$ cat config.mk
export PLATFORM = sky130hd
export DESIGN_NAME = serial_adder
export DESIGN_NICKNAME = d
export VERILOG_FILES = /design/src/rtl/serial_adder_pkg.sv /design/src/rtl/serial_adder_cell.sv /design/src/rtl/serial_adder.sv
export SDC_FILE = /design/constraint.sdc
export NUM_CORES = 1
export LEC_CHECK = 0
export ABC_AREA = 1
export BUFFER_PORTS_ARGS = -buffer_cell sky130_fd_sc_hd__buf_2
export CAP_MARGIN = 20
export CELL_PAD_IN_SITES_DETAIL_PLACEMENT = 0
export CELL_PAD_IN_SITES_GLOBAL_PLACEMENT = 1
export CORE_ASPECT_RATIO = 1.25
export CORE_UTILIZATION = 41
export DETAILED_ROUTE_END_ITERATION = 12
export GPL_ROUTABILITY_DRIVEN = 0
export GPL_TIMING_DRIVEN = 1
export PLACE_DENSITY_LB_ADDON = 0.1
export REMOVE_ABC_BUFFERS = 1
export SYNTH_ARGS = -nofsm -noshare
export SYNTH_HDL_FRONTEND = slang
export SYNTH_SLANG_ARGS = --single-unit
$ cat constraint.sdc
create_clock -name clk -period 1.25 [get_ports clk]
set_input_delay 0.1875 -clock clk [delete_from_list [all_inputs] [get_ports clk]]
set_output_delay 0.1875 -clock clk [all_outputs]
set_load 0.02 [all_outputs]
$ cat src/rtl/serial_adder_pkg.sv
// Shared definitions for the bit-serial adder: FSM state encoding.
package serial_adder_pkg;

  typedef enum logic [1:0] {
    S_IDLE  = 2'd0,
    S_SHIFT = 2'd1,
    S_DONE  = 2'd2
  } state_t;

endpackage

$ cat src/rtl/serial_adder_cell.sv
// One-bit full-adder cell; the only arithmetic in the serial adder.
module full_adder_cell (
  input  logic a,
  input  logic b,
  input  logic c,
  output logic sum,
  output logic cout
);

  assign sum  = a ^ b ^ c;
  assign cout = (a & b) | (a & c) | (b & c);

endmodule

$ cat src/rtl/serial_adder.sv
// Bit-serial WIDTH-bit adder: one full-adder cell, LSB first, carry held in a flop.
// state   | meaning
// S_IDLE  | waiting for start; last result held on sum_out/cout
// S_SHIFT | one bit pair per clock through the cell
// S_DONE  | publish sum/carry to the output registers
module serial_adder
  import serial_adder_pkg::*;
#(
  parameter int WIDTH = 8
) (
  input  logic             clk,
  input  logic             rst,
  input  logic             start,
  input  logic [WIDTH-1:0] a_in,
  input  logic [WIDTH-1:0] b_in,
  input  logic             cin,
  output logic             busy,
  output logic             done,
  output logic [WIDTH-1:0] sum_out,
  output logic             cout
);

  localparam int CNT_W = (WIDTH > 1) ? $clog2(WIDTH) : 1;

  state_t             state_q, state_d;
  logic [WIDTH-1:0]   a_q, a_d;
  logic [WIDTH-1:0]   b_q, b_d;
  logic [WIDTH-1:0]   sum_sr_q, sum_sr_d;
  logic [WIDTH-1:0]   sum_out_q, sum_out_d;
  logic               carry_q, carry_d;
  logic               cout_q, cout_d;
  logic               done_q, done_d;
  logic [CNT_W-1:0]   cnt_q, cnt_d;
  logic               cell_sum;
  logic               cell_cout;

  full_adder_cell u_cell (
    .a    (a_q[0]),
    .b    (b_q[0]),
    .c    (carry_q),
    .sum  (cell_sum),
    .cout (cell_cout)
  );

  always_comb begin
    state_d   = state_q;
    a_d       = a_q;
    b_d       = b_q;
    sum_sr_d  = sum_sr_q;
    sum_out_d = sum_out_q;
    carry_d   = carry_q;
    cout_d    = cout_q;
    cnt_d     = cnt_q;
    done_d    = 1'b0;

    unique case (state_q)
      S_IDLE: begin
        if (start) begin
          a_d       = a_in;
          b_d       = b_in;
          carry_d   = cin;
          sum_sr_d  = '0;
          cnt_d     = '0;
          sum_out_d = '0;
          cout_d    = 1'b0;
          state_d   = S_SHIFT;
        end
      end
      S_SHIFT: begin
        sum_sr_d = {cell_sum, sum_sr_q[WIDTH-1:1]};
        carry_d  = cell_cout;
        a_d      = a_q >> 1;
        b_d      = b_q >> 1;
        cnt_d    = cnt_q + CNT_W'(1);
        if (cnt_q == CNT_W'(WIDTH - 1)) state_d = S_DONE;
      end
      S_DONE: begin
        // Outputs are registered, so the done pulse lands one cycle after this state.
        sum_out_d = sum_sr_q;
        cout_d    = carry_q;
        done_d    = 1'b1;
        state_d   = S_IDLE;
      end
      default: state_d = S_IDLE;
    endcase
  end

  always_ff @(posedge clk or posedge rst) begin
    if (rst) begin
      state_q   <= S_IDLE;
      a_q       <= '0;
      b_q       <= '0;
      sum_sr_q  <= '0;
      sum_out_q <= '0;
      carry_q   <= 1'b0;
      cout_q    <= 1'b0;
      cnt_q     <= '0;
      done_q    <= 1'b0;
    end else begin
      state_q   <= state_d;
      a_q       <= a_d;
      b_q       <= b_d;
      sum_sr_q  <= sum_sr_d;
      sum_out_q <= sum_out_d;
      carry_q   <= carry_d;
      cout_q    <= cout_d;
      cnt_q     <= cnt_d;
      done_q    <= done_d;
    end
  end

  assign busy    = (state_q == S_SHIFT);
  assign done    = done_q;
  assign sum_out = sum_out_q;
  assign cout    = cout_q;

endmodule
== Word level (Yosys, flattened, before mapping) ==
Index checks and enable logic that the tools add are counted.

* Bits in registers: 40
* Bits in latches: 0
* Bits in writable memories: 0
* Bits in read-only memories: 0
* Bits of input ports: 20
* Memories kept: 0

* Add/subtract/negate cells: 1
* $mul: 0
* Divide/modulo/power cells: 0
* Order comparisons: 0
* Eq/ne operators: 5
* Shift-type cells: 0
* Mux-type cells: 17
* Bitwise operators: 7
* Reduce and logical (&&, ||, !) cells: 6

{| class="wikitable"
|+ Operators with widths
! kind !! number
|-
| 8-bit case mux with 2 select lines || 4
|-
| 8-bit two-way mux || 3
|-
| 3-bit case mux with 2 select lines || 1
|-
| 2-bit AND reduction || 3
|-
| 2-bit two-way mux || 2
|-
| 1-bit case mux with 2 select lines || 2
|-
| 2-bit case mux with 2 select lines || 1
|-
| 2-bit nonzero test || 2
|-
| 3-bit by 1-bit adder with 3-bit output (second input constant) || 1
|-
| 1-bit bitwise AND || 3
|-
| 3-bit equality test (second input constant) || 1
|-
| 1-bit two-way mux || 3
|-
| 3-bit two-way mux || 1
|-
| 2-bit by 1-bit equality test with 1-bit output (second input constant) || 1
|-
| 2-bit equality test (second input constant) || 1
|-
| 2-bit logical NOT || 1
|-
| 2-bit by 1-bit != test with 1-bit output (second input constant) || 1
|-
| 2-bit != test (second input constant) || 1
|-
| 1-bit OR || 2
|-
| 1-bit XOR || 2
|}

== Longest topological paths before layout ==
* Depth in word-level cells: 4
* Depth in mapped cells: 6

== By module ==
A second synthesis with hierarchy kept.

* Cells, all modules: 225
* Area total of the unflattened synthesis: 1843.0 sq um

{| class="wikitable"
|+ Modules (own cells, without submodules)
! module !! times used !! cells each !! area an instance (sq um) !! seq. area each (sq um)
|-
| serial_adder || 1 || 224 || 1823.0 || 1001.0
|-
| full_adder_cell || 1 || 1 || 20.0 || 0.0
|}

== Worst setup path after synthesis ==
Ideal clock, no wire load.

* Path kind: register to register
* Start: register carry_q
* End: register sum_sr_q[7]
* Setup time: 0.126 ns
* Arrival time: 0.961 ns
* Required time: 1.124 ns
* Path slack: 0.163 ns
* Stages on the path, launching flop included: 4
* Path buffers: 0
* Clock period less this slack: 1.087 ns
* Cells stage by stage: dfrtp_1 inv_1 fa_1 o21ai_0

* Cells in the longest elaborated chain, start to end: 2

{| class="wikitable"
|+ RTL lines
! what !! RTL line !! RTL
|-
| start: declaration || serial_adder.sv:30 || <nowiki>logic carry_q, carry_d;</nowiki>
|-
| start signal: assignment || serial_adder.sv:105 || <nowiki>carry_q <= carry_d;</nowiki>
|-
| 1-bit XOR || serial_adder_cell.sv:10 || <nowiki>assign sum = a ^ b ^ c;</nowiki>
|-
| 8-bit case mux with 2 select lines || serial_adder.sv:56 || <nowiki>unique case (state_q)</nowiki>
|-
| end signal: assignment || serial_adder.sv:103 || <nowiki>sum_sr_q <= sum_sr_d;</nowiki>
|-
| end: declaration || serial_adder.sv:28 || <nowiki>logic [WIDTH-1:0] sum_sr_q, sum_sr_d;</nowiki>
|}

No other way between the ends.
A chain may end at the register's enable or synchronous reset.

== Worst setup path in the final report ==
* Start: register state_q[0]
* End: output port busy

* Cells in the longest elaborated chain, start to end: 1

{| class="wikitable"
|+ RTL lines
! what !! RTL line !! RTL
|-
| start: declaration || serial_adder.sv:25 || <nowiki>state_t state_q, state_d;</nowiki>
|-
| start signal: assignment || serial_adder.sv:100 || <nowiki>state_q <= state_d;</nowiki>
|-
| 2-bit by 1-bit equality test with 1-bit output || serial_adder.sv:112 || <nowiki>assign busy = (state_q == S_SHIFT);</nowiki>
|-
| end: declaration || serial_adder.sv:17 || <nowiki>output logic busy,</nowiki>
|}

No other way between the ends.

==> results.md <==
* Result of the run: completed
* Non-Filler Cell Area, Final at 2300 µm²
* GRT Resource Usage Total at 17.2%
* Maximum fanout encountered on the critical timing path at 4
* Number of global-route vias before repair at 1479
* Number of filler instances in the final layout at around 470
* Overall die height at 77.8 µm
* Maximum level of the CTS H-tree at 2
* Bufs on Longest Clock Path at 2
* Pwr dens at around 2300 nW/µm²
* Max-cap viol count at 0
* Clock Tree Root: sky130_fd_sc_hd__clkbuf_8
* Via count at 1517
* Detailed Place HPWL at 2480 µm
* Boundary pin count at 31
* Hold path startpoint: b_in[7]
* Skew-Pair Late Insertion Delay at 0.29 ns
* Port bufs at 30
* Multi-input gate area at around 650 µm²
* Number of sinks handled by clock tree synthesis at 40
* Layout net count at 290
* Die Area at 4880 µm²
* Leakage power at 1.28 nW
* First-pass iteration count of the detailed router at 4
* Post-route clock skew at around 0.010 ns
* Final-layout setup total negative slack at 0 ns
* Worst setup SP type: flop
* Antenna violation net count after detailed routing at 0
* Sequential cell area fraction in the yosys report at 53.1%
* Netlist Area Pre-Place at about 1900 µm²
* Sequential cell area at 1000 µm²
* Initial antenna violation count at 0
* Final clock period utilization by the worst path at a little over nine tenths
* Cell area after placement at 2130 µm²
* Clock tree from TritonCTS: done
* Classification of the worst-slack hold path: input pin to flop
* Post-synthesis instance total at 226
* Area share of the largest cell type after synthesis at 53.1%
* Wire length per cell after detailed routing at 11.2 µm
* Total wire length after detailed routing at 3640 µm
* Critical Path End Type: output port
* Clk slew on worst S/H paths at 0.08 ns
* Pins over their slew limit at 0
* Post-synthesis to final-layout area growth at 22.0%
* Standard cell core area at 4430 µm²
* Number of cells on the worst hold path at 3
* Overall power of the completed layout at 5.40 mW
* Required time at the worst-slack endpoint at approximately 1.1 ns
* Startpoint of the worst setup timing path: state_q[0]
* Pin slew with the least headroom to its limit at 0.278 ns
* Hold slack final at 0.107 ns
* Fin. Hold Viols at 0
* Yosys warns at 0
* Upper clock frequency limit at 835 MHz
* Worst-case headroom to the max-slew limit at 81.4%
* Global-route wire length before repair at about 6600 µm
* Largest cells by area after synthesis: sky130_fd_sc_hd__dfrtp_1, sky130_fd_sc_hd__nand3_1, sky130_fd_sc_hd__nand2_1, sky130_fd_sc_hd__inv_1, sky130_fd_sc_hd__o21ai_0
* Peak VDD IR at around 0.93 mV
* TritonCTS buffer count at 5
* Destination of the critical timing path: busy
* Worst r2r path cells at 3
* Final setup violation count at 0
* Pin count of the biggest net entering global routing at 41
* Arrival time of the worst setup path at 1.01 ns
* Inserted Diodes at 0
* Total grt overflow at 0
* Ratio of cells with drive above 1 in the final layout at 22.1%
* Yosys top cell by area: sky130_fd_sc_hd__dfrtp_1
* Number of synthesized register bits at 40
* Critical register-to-register path endpoint: sum_sr_q[7]
* Remaining routing DRC violations at 0
* Placement Rows at 27
* Min Clock Period, post-route at around 1.2 ns
* Die outline width at 62.7 µm
* Unrepaired setup endpoints after global routing: true
* Count of distinct cell types in the synthesized netlist at 19
* Starting density of the core at 42.6%
* Via-per-instance ratio at 4.67
* Post-synthesis area per instance at 8.34 µm²
* Initial drt markers at 47
* FF-to-FF setup slack at 0.10 ns
* Worst setup path class: flop to output port
* Beginning of the worst register-to-register path: carry_q
-- layout make-up --
cell class	count	share of cell area (%)
clock buffer	5	2.99
inverter	42	6.86
sequential	40	43.6
tap	58	3.16
clock inverter	2	2.61
multi-input combinational	133	28.3
timing repair buffer	45	12.5
-- logic make-up (layout without fill, tap and decap cells) --
family | count (synthesis) | in the layout | share of synthesized area, %
buf+inv | 53 | 94 | 12.8
flops | 40 | 40 | 53.1
compound gates | 21 | 21 | 5.84
fa+ha+maj | 3 | 3 | 2.39
simple gates | 109 | 109 | 25.9
-- flip-flops by register name, summed over array words and instances (netlist names) --
| register | count |
|---|---|
| a_q | 8 |
| b_q | 8 |
| carry_q | 1 |
| cnt_q | 3 |
| cout | 1 |
| done | 1 |
| state_q | 2 |
| sum_out | 8 |
| sum_sr_q | 8 |
-- placed cells by master (no fill, tap or decap) --
cell type                       synthesis  final
sky130_fd_sc_hd__dlygate4sd3_1          0      1
sky130_fd_sc_hd__buf_12                 0      1
sky130_fd_sc_hd__ha_1                   2      2
sky130_fd_sc_hd__clkbuf_8               0      5
sky130_fd_sc_hd__nand2_2                1      1
sky130_fd_sc_hd__dfrtp_2                0      1
sky130_fd_sc_hd__o22ai_1                1      1
sky130_fd_sc_hd__nand4_1                1      1
sky130_fd_sc_hd__fa_1                   1      1
sky130_fd_sc_hd__nor2_1                 4      3
sky130_fd_sc_hd__inv_1                 40     40
sky130_fd_sc_hd__nand3_1               47     47
sky130_fd_sc_hd__o21ai_1                5      5
sky130_fd_sc_hd__dfrtp_1               40     39
sky130_fd_sc_hd__o21ai_0               13     13
sky130_fd_sc_hd__o21ai_2                1      1
sky130_fd_sc_hd__bufinv_16              0      2
sky130_fd_sc_hd__nor2_4                 0      1
sky130_fd_sc_hd__buf_6                  3      2
sky130_fd_sc_hd__inv_2                  2      2
sky130_fd_sc_hd__buf_4                  4     12
sky130_fd_sc_hd__nand2_1               54     54
sky130_fd_sc_hd__a21oi_1                1      1
sky130_fd_sc_hd__buf_2                  4     29
sky130_fd_sc_hd__nand2_4                2      2
-- worst min-delay path by stage --
| stage | to | slack, ns |
|---|---|---|
| 2_1_floorplan | a_q[7] | 0.31 |
| 6_report | b_q[7] | 0.11 |
| 5_1_grt | a_q[7] | 0.11 |
| 3_3_place_gp | done | 0.27 |
| 4_1_cts | b_q[7] | 0.1 |
| 3_5_place_dp | sum_out[7] | 0.28 |
-- Yosys cell counts --
master / count
sky130_fd_sc_hd__o21ai_0: 13
sky130_fd_sc_hd__fa_1: 1
sky130_fd_sc_hd__nor2_1: 4
sky130_fd_sc_hd__o21ai_1: 5
sky130_fd_sc_hd__nand4_1: 1
sky130_fd_sc_hd__o22ai_1: 1
sky130_fd_sc_hd__buf_4: 4
sky130_fd_sc_hd__nand2_2: 1
sky130_fd_sc_hd__nand2_4: 2
sky130_fd_sc_hd__buf_6: 3
sky130_fd_sc_hd__ha_1: 2
sky130_fd_sc_hd__inv_1: 40
sky130_fd_sc_hd__dfrtp_1: 40
sky130_fd_sc_hd__nand2_1: 54
sky130_fd_sc_hd__a21oi_1: 1
sky130_fd_sc_hd__inv_2: 2
sky130_fd_sc_hd__nand3_1: 47
sky130_fd_sc_hd__o21ai_2: 1
sky130_fd_sc_hd__buf_2: 4
-- timing repair --
item | 4_1_cts | 5_1_grt
endpoints found under the setup margin | 1 | 4
gates resized for setup | 4 | 2
hold buffers | 1 | 0
hold endpoints to repair | 40 | 0
pin swaps | 0 | 1
buffers inserted | 1 | 1
-- critical path: stages, from the launching register on --
cell,delay (ns)
sky130_fd_sc_hd__dfrtp_1,0.37
sky130_fd_sc_hd__inv_2,0.07
sky130_fd_sc_hd__nor2_4,0.14
sky130_fd_sc_hd__buf_6,0.13
-- power breakdown --
part / total, mW / switching (mW) / internal [mW] / leakage [nW]
registers: 2.03 / 0.242 / 1.79 / 0.509
logic: 2.14 / 1.26 / 0.884 / 0.701
clock network: 1.23 / 0.442 / 0.786 / 0.0642
total: 5.40 / 1.94 / 3.46 / 1.27
-- metrics by stage --
stage,instances,worst slack [ns],util [%]
after floorplan,215,-0.359,-
after global placement,315,0.137,48.1
after detailed placement,315,0.106,48.1
after CTS,324,0.00688,51.6
after global routing,325,-0.00514,52.0
final,325,0.0523,52.0
-- per-layer routing --
layer  global-route usage, %  vias up  wire (µm)
li1                        -      783          -
met3                    4.56        4        132
met5                       0        -          0
met1                    20.7      698       1770
met4                    4.88        0         40
met2                    29.9       32       1700
Note: power is estimated with default switching activity, not from simulation.
